<file path="src/rtl/mem_access_unit.sv">
// mem_access_unit: load/store sequencer in front of a word-wide Data_Memory.
// Byte/half/word loads use lane extraction plus sign/zero extension. Sub-word
// stores use a read-modify-write of the containing word. The unit stalls the
// pipeline while busy.
// Optional feature macro: MEM_ACCESS_MISALIGN_TRAP_EN
//   defined   -> misaligned requests complete via ERR with misalign_o = 1
//   undefined -> misaligned addresses are forced down to the natural
//                alignment and the access proceeds; misalign_o stays 0
module mem_access_unit #(
  parameter int unsigned MEM_LAT = 1   // read strobe hold cycles, 1..15
) (
  input  logic        Clock_i,
  input  logic        Reset_i,
  input  logic        req_valid_i,
  output logic        req_ready_o,
  input  logic        req_write_i,
  input  logic [1:0]  req_size_i,
  input  logic        req_unsigned_i,
  input  logic [31:0] req_addr_i,
  input  logic [31:0] req_wdata_i,
  output logic        resp_valid_o,
  output logic [31:0] resp_rdata_o,
  output logic        misalign_o,
  output logic        stall_o,
  output logic        MemRead_o,
  output logic        MemWrite_o,
  output logic [31:0] mem_addr_o,
  output logic [31:0] mem_wdata_o,
  input  logic [31:0] mem_rdata_i
);

  typedef enum logic [2:0] {
    IDLE = 3'd0,
    RD   = 3'd1,
    RMW  = 3'd2,
    WR   = 3'd3,
    RESP = 3'd4,
    ERR  = 3'd5
  } state_t;

  localparam logic [3:0] LAT_M1 = 4'(MEM_LAT - 1);

`ifdef MEM_ACCESS_MISALIGN_TRAP_EN
  localparam logic TRAP_EN = 1'b1;
`else
  localparam logic TRAP_EN = 1'b0;
`endif

  // True when the offset violates the natural alignment of the access size.
  function automatic logic is_misaligned(input logic [1:0] size, input logic [1:0] off);
    logic r;
    case (size)
      2'b00:   r = 1'b0;
      2'b01:   r = off[0];
      default: r = (off != 2'b00);
    endcase
    return r;
  endfunction

  // Clears the offset bits that a misaligned half or word is not allowed to use.
  function automatic logic [31:0] force_align(input logic [31:0] a, input logic [1:0] size);
    logic [31:0] r;
    case (size)
      2'b00:   r = a;
      2'b01:   r = {a[31:1], 1'b0};
      default: r = {a[31:2], 2'b00};
    endcase
    return r;
  endfunction

  // Picks the addressed lane(s) out of a memory word and extends to 32 bits.
  function automatic logic [31:0] extract_lane(input logic [31:0] w, input logic [1:0] off,
                                               input logic [1:0] size, input logic uns);
    logic [7:0]  b;
    logic [15:0] h;
    logic [31:0] r;
    case (off)
      2'b00:   b = w[7:0];
      2'b01:   b = w[15:8];
      2'b10:   b = w[23:16];
      default: b = w[31:24];
    endcase
    if (off[1]) begin
      h = w[31:16];
    end else begin
      h = w[15:0];
    end
    case (size)
      2'b00:   r = uns ? {24'h000000, b} : {{24{b[7]}}, b};
      2'b01:   r = uns ? {16'h0000, h} : {{16{h[15]}}, h};
      default: r = w;
    endcase
    return r;
  endfunction

  // Inserts right-aligned store data into the addressed lane(s) of a word.
  function automatic logic [31:0] merge_lane(input logic [31:0] w, input logic [31:0] d,
                                             input logic [1:0] off, input logic [1:0] size);
    logic [31:0] r;
    r = w;
    case (size)
      2'b00: begin
        case (off)
          2'b00:   r[7:0]   = d[7:0];
          2'b01:   r[15:8]  = d[7:0];
          2'b10:   r[23:16] = d[7:0];
          default: r[31:24] = d[7:0];
        endcase
      end
      2'b01: begin
        if (off[1]) begin
          r[31:16] = d[15:0];
        end else begin
          r[15:0] = d[15:0];
        end
      end
      default: r = d;
    endcase
    return r;
  endfunction

  state_t      state_q;
  logic [3:0]  cnt_q;
  logic [1:0]  size_q;
  logic        uns_q;
  logic [1:0]  off_q;
  logic [31:0] wdata_q;
  logic        ready_q;
  logic        resp_valid_q;
  logic [31:0] resp_rdata_q;
  logic        misalign_q;
  logic        mem_read_q;
  logic        mem_write_q;
  logic [31:0] mem_addr_q;
  logic [31:0] mem_wdata_q;

  logic        req_misalign_s;
  logic        trap_s;
  logic [31:0] eff_addr_d;

  // Decode the incoming request: alignment check and effective address.
  always_comb begin
    req_misalign_s = is_misaligned(req_size_i, req_addr_i[1:0]);
    if (TRAP_EN) begin
      trap_s     = req_misalign_s;
      eff_addr_d = req_addr_i;
    end else begin
      trap_s     = 1'b0;
      eff_addr_d = req_misalign_s ? force_align(req_addr_i, req_size_i) : req_addr_i;
    end
  end

  // Sequencer FSM with all outputs registered; reset drops strobes at once.
  always_ff @(posedge Clock_i or posedge Reset_i) begin
    if (Reset_i) begin
      state_q      <= IDLE;
      cnt_q        <= 4'd0;
      size_q       <= 2'b00;
      uns_q        <= 1'b0;
      off_q        <= 2'b00;
      wdata_q      <= 32'h0000_0000;
      ready_q      <= 1'b1;
      resp_valid_q <= 1'b0;
      resp_rdata_q <= 32'h0000_0000;
      misalign_q   <= 1'b0;
      mem_read_q   <= 1'b0;
      mem_write_q  <= 1'b0;
      mem_addr_q   <= 32'h0000_0000;
      mem_wdata_q  <= 32'h0000_0000;
    end else begin
      case (state_q)
        IDLE: begin
          resp_valid_q <= 1'b0;
          misalign_q   <= 1'b0;
          if (req_valid_i) begin
            size_q  <= req_size_i;
            uns_q   <= req_unsigned_i;
            off_q   <= eff_addr_d[1:0];
            wdata_q <= req_wdata_i;
            ready_q <= 1'b0;
            if (trap_s) begin
              state_q      <= ERR;
              resp_valid_q <= 1'b1;
              misalign_q   <= 1'b1;
              resp_rdata_q <= 32'h0000_0000;
            end else begin
              mem_addr_q <= {eff_addr_d[31:2], 2'b00};
              if (!req_write_i) begin
                state_q    <= RD;
                mem_read_q <= 1'b1;
                cnt_q      <= LAT_M1;
              end else if (req_size_i[1]) begin
                state_q     <= WR;
                mem_write_q <= 1'b1;
                mem_wdata_q <= req_wdata_i;
              end else begin
                state_q    <= RMW;
                mem_read_q <= 1'b1;
                cnt_q      <= LAT_M1;
              end
            end
          end else begin
            ready_q <= 1'b1;
          end
        end
        RD: begin
          if (cnt_q == 4'd0) begin
            mem_read_q   <= 1'b0;
            resp_rdata_q <= extract_lane(mem_rdata_i, off_q, size_q, uns_q);
            resp_valid_q <= 1'b1;
            state_q      <= RESP;
          end else begin
            cnt_q <= cnt_q - 4'd1;
          end
        end
        RMW: begin
          if (cnt_q == 4'd0) begin
            mem_read_q  <= 1'b0;
            mem_write_q <= 1'b1;
            mem_wdata_q <= merge_lane(mem_rdata_i, wdata_q, off_q, size_q);
            state_q     <= WR;
          end else begin
            cnt_q <= cnt_q - 4'd1;
          end
        end
        WR: begin
          mem_write_q  <= 1'b0;
          resp_valid_q <= 1'b1;
          resp_rdata_q <= 32'h0000_0000;
          state_q      <= RESP;
        end
        RESP: begin
          resp_valid_q <= 1'b0;
          ready_q      <= 1'b1;
          state_q      <= IDLE;
        end
        ERR: begin
          resp_valid_q <= 1'b0;
          misalign_q   <= 1'b0;
          ready_q      <= 1'b1;
          state_q      <= IDLE;
        end
        default: begin
          mem_read_q   <= 1'b0;
          mem_write_q  <= 1'b0;
          resp_valid_q <= 1'b0;
          misalign_q   <= 1'b0;
          ready_q      <= 1'b1;
          state_q      <= IDLE;
        end
      endcase
    end
  end

  // The completion cycle releases the stall so the pipeline takes the result.
  assign stall_o = ((state_q != IDLE) && (state_q != RESP) && (state_q != ERR)) ||
                   ((state_q == IDLE) && req_valid_i);

  assign req_ready_o  = ready_q;
  assign resp_valid_o = resp_valid_q;
  assign resp_rdata_o = resp_rdata_q;
  assign misalign_o   = misalign_q & TRAP_EN;
  assign MemRead_o    = mem_read_q;
  assign MemWrite_o   = mem_write_q;
  assign mem_addr_o   = mem_addr_q;
  assign mem_wdata_o  = mem_wdata_q;

endmodule
</file>
<file path="config.mk">
export PLATFORM = sky130hd
export DESIGN_NAME = mem_access_unit
export DESIGN_NICKNAME = d
export VERILOG_FILES = /design/src/rtl/mem_access_unit.sv
export SDC_FILE = /design/constraint.sdc
export NUM_CORES = 1
export LEC_CHECK = 0
export CAP_MARGIN = 0
export CORE_MARGIN = 2
export CORE_UTILIZATION = 45
export DETAILED_ROUTE_END_ITERATION = 7
export PLACE_DENSITY = 0.87
export SYNTH_ARGS = -nofsm -noshare
export SYNTH_HDL_FRONTEND = slang
export SYNTH_SLANG_ARGS = --single-unit
</file>
<file path="constraint.sdc">
create_clock -name Clock_i -period 6.5 [get_ports Clock_i]
set_input_delay 0.975 -clock Clock_i [delete_from_list [all_inputs] [get_ports Clock_i]]
set_output_delay 0.975 -clock Clock_i [all_outputs]
set_load 0.1 [all_outputs]
</file>
Yosys cells after proc, flatten, opt, wreduce, memory -nomap -nowiden
Index checks and enable logic that the tools add are counted.
{"block": "word_totals", "ff_bits": 142, "inputBits": 103, "out_inout_bits": 102, "elab_cells": 109}
{"block": "op_classes", "addsub": 1, "eq_ne": 19, "muxes": 46, "n_bitwise": 3, "n_reduce_logical": 27}
{"cell": "$pmux W32 S2", "count": 4}
{"cell": "$mux W32", "count": 7}
{"cell": "$mux W16", "count": 3}
{"cell": "$mux W8", "count": 4}
{"cell": "$pmux W8 S3", "count": 1}
{"cell": "$mux W4", "count": 4}
{"cell": "$ne A2 B2 Y1 const B", "count": 6}
{"cell": "$pmux W3 S4", "count": 1}
{"cell": "$reduce_or A3 Y1", "count": 4}
{"cell": "$mux W1", "count": 10}
{"cell": "$reduce_and A5 Y1", "count": 2}
{"cell": "$mux W3", "count": 3}
{"cell": "$ne A3 B3 Y1 const B", "count": 3}
{"cell": "$pmux W1 S3", "count": 3}
{"cell": "$pmux W4 S2", "count": 1}
{"cell": "$reduce_and A4 Y1", "count": 2}
{"cell": "$reduce_bool A2 Y1", "count": 4}
{"cell": "$eq A2 B1 Y1 const B", "count": 3}
{"cell": "$eq A3 B2 Y1 const B", "count": 2}
{"cell": "$eq A3 B3 Y1 const B", "count": 2}
{"cell": "$logic_not A2 Y1", "count": 3}
{"cell": "$reduce_and A2 Y1", "count": 3}
{"cell": "$logic_not A4 Y1", "count": 1}
{"cell": "$mux W2", "count": 2}
{"cell": "other kinds (13)", "count": 18}

Logic depth before layout (Yosys ltp)
Gate-level depths: netlist of the first run.
{"block": "logic_depth", "word_depth": 6, "ltp_mapped": 8, "ltp_nobuf": 6}

Worst setup path after synthesis of the first run
OpenSTA, ideal clock, no wires.
{"block": "synth_path", "path_kind": "in2out", "startpoint": "input req_valid_i", "endpoint": "output stall_o", "t_arrival_ns": 2.409, "required_ns": 5.525, "slack_ns": 3.116, "cell_stages": 2, "path_buffers": 0, "path_cell_list": "nor2_1 > o21bai_1"}
{"block": "synth_via", "elab_chain_len": 2}
{"element": "start, declared", "line": "14", "source": "input logic req_valid_i,"}
{"element": "$logic_and A1 B1 Y1", "line": "257", "source": "((state_q == IDLE) && req_valid_i);"}
{"element": "$logic_or A1 B1 Y1", "line": "256", "source": "assign stall_o = ((state_q != IDLE) && (state_q != RESP) && (state_q != ERR)) ||"}
{"element": "end, declared", "line": "24", "source": "output logic stall_o,"}
Every way passes these cells.

Worst setup path in the final report of the first run
Same ends and word-level chain as after synthesis.

==> flow_metrics.env, run 1 <==
export IMPL_run_status="finished, final reports clean"
export IMPL_synth_top_area_cell="dfrtp_1"
export IMPL_min_period_ns=3.907
export IMPL_min_path_type="reg -> reg"
export IMPL_max_slew_worst_pin_slew_ns=1.172
export IMPL_initialDrtViolationCount=791
export IMPL_start_util_pct=46.36
export IMPL_post_synth_top_area_fraction_pct=49.70
export IMPL_hold_violations=0
export IMPL_top_flip_flop_cell_by_instance_count_after_synthesis="dfrtp_1"
export IMPL_tritoncts_num_buffers=17
export IMPL_post_route_skew_ns=0.006824
export IMPL_gp_congestion=0.8810
export IMPL_cts_reportedPaths_clkPinSlew_ns=0.06
export IMPL_initial_antenna_violation_count=0
export IMPL_slew_viol_final=0
export IMPL_die_h_um=129.6
export IMPL_first_pass_grt_wire_length_mm=33.60
export IMPL_cp_required_ns=5.52
export IMPL_route_final_wire_length_mm=21.69
export IMPL_signal_arrival_time_at_the_worst_endpoint_ns=2.93
export IMPL_setup_worst_path_end_class="output port"
export IMPL_max_freq_mhz=255.9
export IMPL_drt_vias_per_instance=5.835
export IMPL_routed_via_count=6255
export IMPL_antenna_cells_inserted=0
export IMPL_ys_seq_elements=142
export IMPL_ys_seq_area_share_pct=50.07
export IMPL_post_synth_main_area_contributors="dfrtp_1 (50%), mux2_2 (9.4%), o21ai_0 (3.9%)"
export IMPL_fillCellCount=1182
export IMPL_synth_cells=672
export IMPL_first_global_vias=6219
export IMPL_area_growth_pct=39.69
export IMPL_io_buffers=201
export IMPL_drc=0
export IMPL_number_of_flops_mapped_to_enable_cells_by_yosys=0
export IMPL_setup_violations_final=0
export IMPL_floorplan_die_width_um=129.6
export IMPL_ys_warn_count=0
export IMPL_maximum_number_of_pins_on_one_net_before_global_route_repair=79
export IMPL_antenna_violating_nets_post_route=0
export IMPL_topRoutingLayerUsed="met4"
export IMPL_drv_cap=0
export IMPL_cts_tree="built"
export IMPL_layout_drive_gt1_share_pct=16.38
export IMPL_slew_headroom_pct=21.28
export IMPL_floorplan_die_area_um2=16800
export IMPL_synth_cell_types=67
export IMPL_met2WireLength_mm=10.05
export IMPL_clock_tree_root_cell="clkbuf_16"
export IMPL_fin_nets=952
export IMPL_post_synth_arst_share_pct=100.0
export IMPL_clk_insertion_delay_late_ns=0.43
export IMPL_io_pins=205
export IMPL_critical_path_source_type="input pin"
export IMPL_postCtsResizedCells=0
export IMPL_core_region_area_um2=15310
export IMPL_cts_setup_buffers=0
export IMPL_deepest_level_of_the_cts_h_tree=4
export IMPL_maximum_fanout_encountered_on_the_critical_timing_path=7
export IMPL_post_synth_instance_area_um2=7099
export IMPL_sum_of_negative_setup_slack_ns=0
export IMPL_fin_crit_sh_pct=60.11
export IMPL_dp_hpwl_mm=15.18
export IMPL_clock_tree_buffer_depth=2
export IMPL_dr_pass1_iters=6
export IMPL_row_count=45
export IMPL_syn_avg_cell_area_um2=10.56
export IMPL_routed_wire_length_per_instance_um=20.24
export IMPL_cts_hold_repair_buffers=0
export IMPL_detail_route_wirelength_met1_mm=8.752
export IMPL_met3RoutedLength_mm=2.156
export IMPL_clock_sinks=142
export IMPL_setup_worst_path_class="in -> out"
export IMPL_grt_overflow=0
export IMPL_grt_setup_unrepaired="false"
export IMPL_grtUsageTotal_pct=26.07
-- layout by cell type, fill, tap and decap left out, drive strengths merged, types with 17 or more instances in the layout --
| master | count |
|---|---|
| clkdlybuf4s50 | 201 |
| dfrtp | 141 |
| nand2 | 61 |
| mux2 | 59 |
| o21ai | 58 |
| nor2 | 36 |
| a21oi | 30 |
| mux2i | 25 |
| inv | 21 |
| clkbuf | 21 |
| o211ai | 17 |
| nand3 | 17 |
-- stage by stage --
step	instances	hold WS [ns]	worst slack (ns)	area [um2]	util, %
2_1_floorplan	674	0.4728	1.717	7107	-
3_3_place_gp	1040	0.4636	2.635	9213	60.16
3_5_place_dp	1040	0.4718	2.616	9213	60.16
4_1_cts	1072	0.4847	2.610	9917	64.75
5_1_grt	1072	0.5037	2.518	9917	64.75
6_report	1072	0.4780	2.593	9917	64.75
-- per-layer routing --
| metal | global-route usage, % | vias up |
|---|---|---|
| met4 | 10.94 | 0 |
| met3 | 7.886 | 52 |
| li1 | - | 2813 |
| met2 | 39.27 | 328 |
| met1 | 35.17 | 3062 |
| met5 | 0 | - |
-- state kept, by name (all words and copies together) (netlist names) --
register      count
req_ready_o       1
mem_wdata_o      32
uns_q             1
resp_valid_o      1
wdata_q          32
off_q             2
size_q            2
resp_rdata_o     32
state_q           3
MemRead_o         1
mem_addr_o       30
cnt_q             4
MemWrite_o        1
-- final timing paths --
check | start | endpoint | slack (ns) | depth (start not counted)
setup / recovery | req_valid_i | stall_o | 2.59 | 4
hold / removal | resp_rdata_o[15] | resp_rdata_o[15] | 0.48 | 1
setup reg to reg | size_q[1] | resp_rdata_o[25] | 3.92 | 5
hold reg to reg | resp_rdata_o[15] | resp_rdata_o[15] | 0.48 | 1
max in group asynchronous | Reset_i | mem_addr_o[4] | 4.11 | 3
min in group asynchronous | Reset_i | mem_addr_o[28] | 1.03 | 2
-- synth_stat cells, drive strengths merged (3+ instances only) --
cell type and number:
dfrtp 141, nand2 61, mux2 59, o21ai 58, nor2 36, clkbuf 32
a21oi 30, mux2i 25, buf 22, inv 21, nand3 17, o211ai 17
a221o 16, nor3 12, a221oi 9, a22o 8, a31o 8, o21a 8
or3 8, a32o 7, nand2b 7, a311oi 6, o31ai 6, o32ai 6
nor2b 5, nor3b 5, a211o 3, a211oi 3, a21o 3, o21bai 3
-- cells by family (layout without fill, tap and decap cells) --
logic type | after synthesis | in the layout | synth area share (%)
buffers and inverters | 75 | 262 | 4.776
flip-flops | 142 | 142 | 50.07
other | 1 | 3 | 0.05282
multiplexers | 84 | 84 | 12.88
XOR/XNOR | 2 | 2 | 0.2468
adder cells (fa/ha/maj) | 1 | 1 | 0.1762
AND/OR/NAND/NOR | 167 | 167 | 11.72
AO/OA/AOI/OAI | 200 | 200 | 20.07
-- worst max-delay path, stage by stage --
cell and delay (ns):
clkdlybuf4s50_1 0.60, nor2_1 0.07, o21bai_1 0.13, clkdlybuf4s50_1 1.16
-- cell type report --
type | instances | area (um2) | share of cell area [%]
flip-flops and latches | 142 | 3555 | 35.84
multi-input cells | 457 | 3238 | 32.65
clock inverters | 11 | 234.0 | 2.359
repair buffers | 209 | 2072 | 20.89
inverters | 21 | 83.83 | 0.8453
clock buffers | 21 | 470.5 | 4.744
well taps | 211 | 264.0 | 2.662
Power of run 1 is not shown: default switching activity piles up to over one toggle a cycle in this logic, so the estimate is an artifact.
==> inputs of run 2 (changes only) <==
- clock period: 6.5 -> 4 ns (I/O delays scaled with it)
==> flow_metrics.env, run 2 (synthesized netlist as in run 1, its figures left out) <==
export IMPL_dr_pass1_iters=6
export IMPL_min_period_ns=2.690
export IMPL_register_to_register_path_depth=5
export IMPL_deepest_level_of_the_cts_h_tree=4
export IMPL_cts_tree="built"
export IMPL_antenna_violating_nets_post_route=0
export IMPL_cts_setup_buffers=0
export IMPL_fillCellCount=1212
export IMPL_layout_drive_gt1_share_pct=16.67
export IMPL_postCtsResizedCells=0
export IMPL_run_status="finished, final reports clean"
export IMPL_start_util_pct=46.36
export IMPL_initial_antenna_violation_count=0
export IMPL_clock_sinks=142
export IMPL_slew_viol_final=0
export IMPL_core_region_area_um2=15310
export IMPL_routed_wire_length_per_instance_um=19.91
export IMPL_io_buffers=201
export IMPL_post_route_skew_ns=0.01365
export IMPL_first_global_vias=6062
export IMPL_slew_headroom_pct=16.98
export IMPL_floorplan_die_width_um=129.6
export IMPL_maximum_fanout_encountered_on_the_critical_timing_path=2
export IMPL_critical_path_depth=1
export IMPL_setup_worst_path_class="reg -> out"
export IMPL_tritoncts_num_buffers=17
export IMPL_setup_worst_path_end_class="output port"
export IMPL_clock_tree_buffer_depth=2
export IMPL_cp_required_ns=3.40
export IMPL_layoutNonFillerInstCount=1075
export IMPL_critical_path_n_buffers_inverters=1
export IMPL_fin_crit_sh_pct=67.24
export IMPL_drt_vias_per_instance=5.841
export IMPL_cts_reportedPaths_clkPinSlew_ns=0.06
export IMPL_critical_path_source_type="register"
export IMPL_startpoint_of_the_most_critical_register_to_register_path="off_q[1]"
export IMPL_signal_arrival_time_at_the_worst_endpoint_ns=2.09
export IMPL_fin_nets=957
export IMPL_initialDrtViolationCount=694
export IMPL_worst_r2r_end="resp_rdata_o[10]"
export IMPL_max_freq_mhz=371.8
export IMPL_ff2ff_setup_slack_ns=1.46
export IMPL_die_h_um=129.6
export IMPL_first_pass_grt_wire_length_mm=32.94
export IMPL_grtUsageTotal_pct=25.66
export IMPL_drc=0
export IMPL_row_count=45
export IMPL_fin_hold_ws_ns=0.4814
export IMPL_io_pins=205
export IMPL_max_slew_worst_pin_slew_ns=1.236
export IMPL_setup_violations_final=0
export IMPL_placed_cells=1045
export IMPL_dp_hpwl_mm=15.47
export IMPL_clock_tree_root_cell="clkbuf_16"
export IMPL_cts_hold_repair_buffers=0
export IMPL_clk_insertion_delay_late_ns=0.43
export IMPL_max_stage_delay_ns=1.13
export IMPL_grt_setup_unrepaired="false"
export IMPL_crit_path_end="req_ready_o"
export IMPL_grt_overflow=0
export IMPL_area_growth_pct=38.83
export IMPL_maximum_number_of_pins_on_one_net_before_global_route_repair=62
export IMPL_drv_cap=0
export IMPL_path_delay_family="buffers and inverters"
export IMPL_min_path_type="reg -> reg"
export IMPL_crit_path_start="req_ready_o"
export IMPL_routed_via_count=6279
export IMPL_crit_path_top_delay_cell="clkdlybuf4s50_1"
export IMPL_hold_violations=0
export IMPL_sum_of_negative_setup_slack_ns=0
export IMPL_gp_congestion=0.9182
export IMPL_antenna_cells_inserted=0
export IMPL_most_frequent_cells_in_the_layout="clkdlybuf4s50_1 (200), dfrtp_1 (141), nand2_1 (61)"
export IMPL_route_final_wire_length_mm=21.40
export IMPL_floorplan_die_area_um2=16800
export IMPL_final_common_cell="clkdlybuf4s50_1"
export IMPL_critical_path_cell_chain="clkdlybuf4s50_1"
## run 2: worst min-delay path by stage
| stage | start | endpoint | slack, ns | cells past startpoint |
|---|---|---|---|---|
| after floorplan | wdata_q[30] | wdata_q[30] | 0.47 | 1 |
| after global placement | resp_rdata_o[6] | resp_rdata_o[6] | 0.46 | 2 |
| after detailed placement | MemWrite_o | MemWrite_o | 0.47 | 2 |
| after CTS | MemWrite_o | MemWrite_o | 0.48 | 2 |
| after global routing | mem_addr_o[15] | mem_addr_o[15] | 0.51 | 1 |
| final | MemWrite_o | MemWrite_o | 0.48 | 2 |
## run 2: final cells by class
cell class	instances	area, um2	share of cell area (%)
flip-flops and latches	142	3555	36.07
clock inverters	6	82.58	0.8379
well taps	211	264.0	2.679
clock buffers	24	501.7	5.091
inverters	21	82.58	0.8379
multi-input cells	457	3238	32.86
repair buffers	214	2132	21.63
## run 2: worst min-delay path, stage by stage (launching register included)
cell	delay [ns]
dfrtp_1	0.34
nand2_1	0.05
nand2_1	0.06
## run 2: routing by layer
metal	track usage [%]	wire length [um]	part of all wire, %
met1	34.14	8522	40
met2	39.33	10030	47
met3	8.134	2182	10
met4	9.994	664	3.1
met5	0	0	0
## run 2: through the flow
step	setup slack [ns]	utilization, %	cell area [um2]
floorplan	1.366	-	7111
global placement	1.237	60.54	9271
detailed placement	1.169	60.54	9271
CTS	1.293	64.35	9856
global route	1.269	64.35	9856
finish	1.310	64.35	9856
Power of run 2 is left out for the same reason.
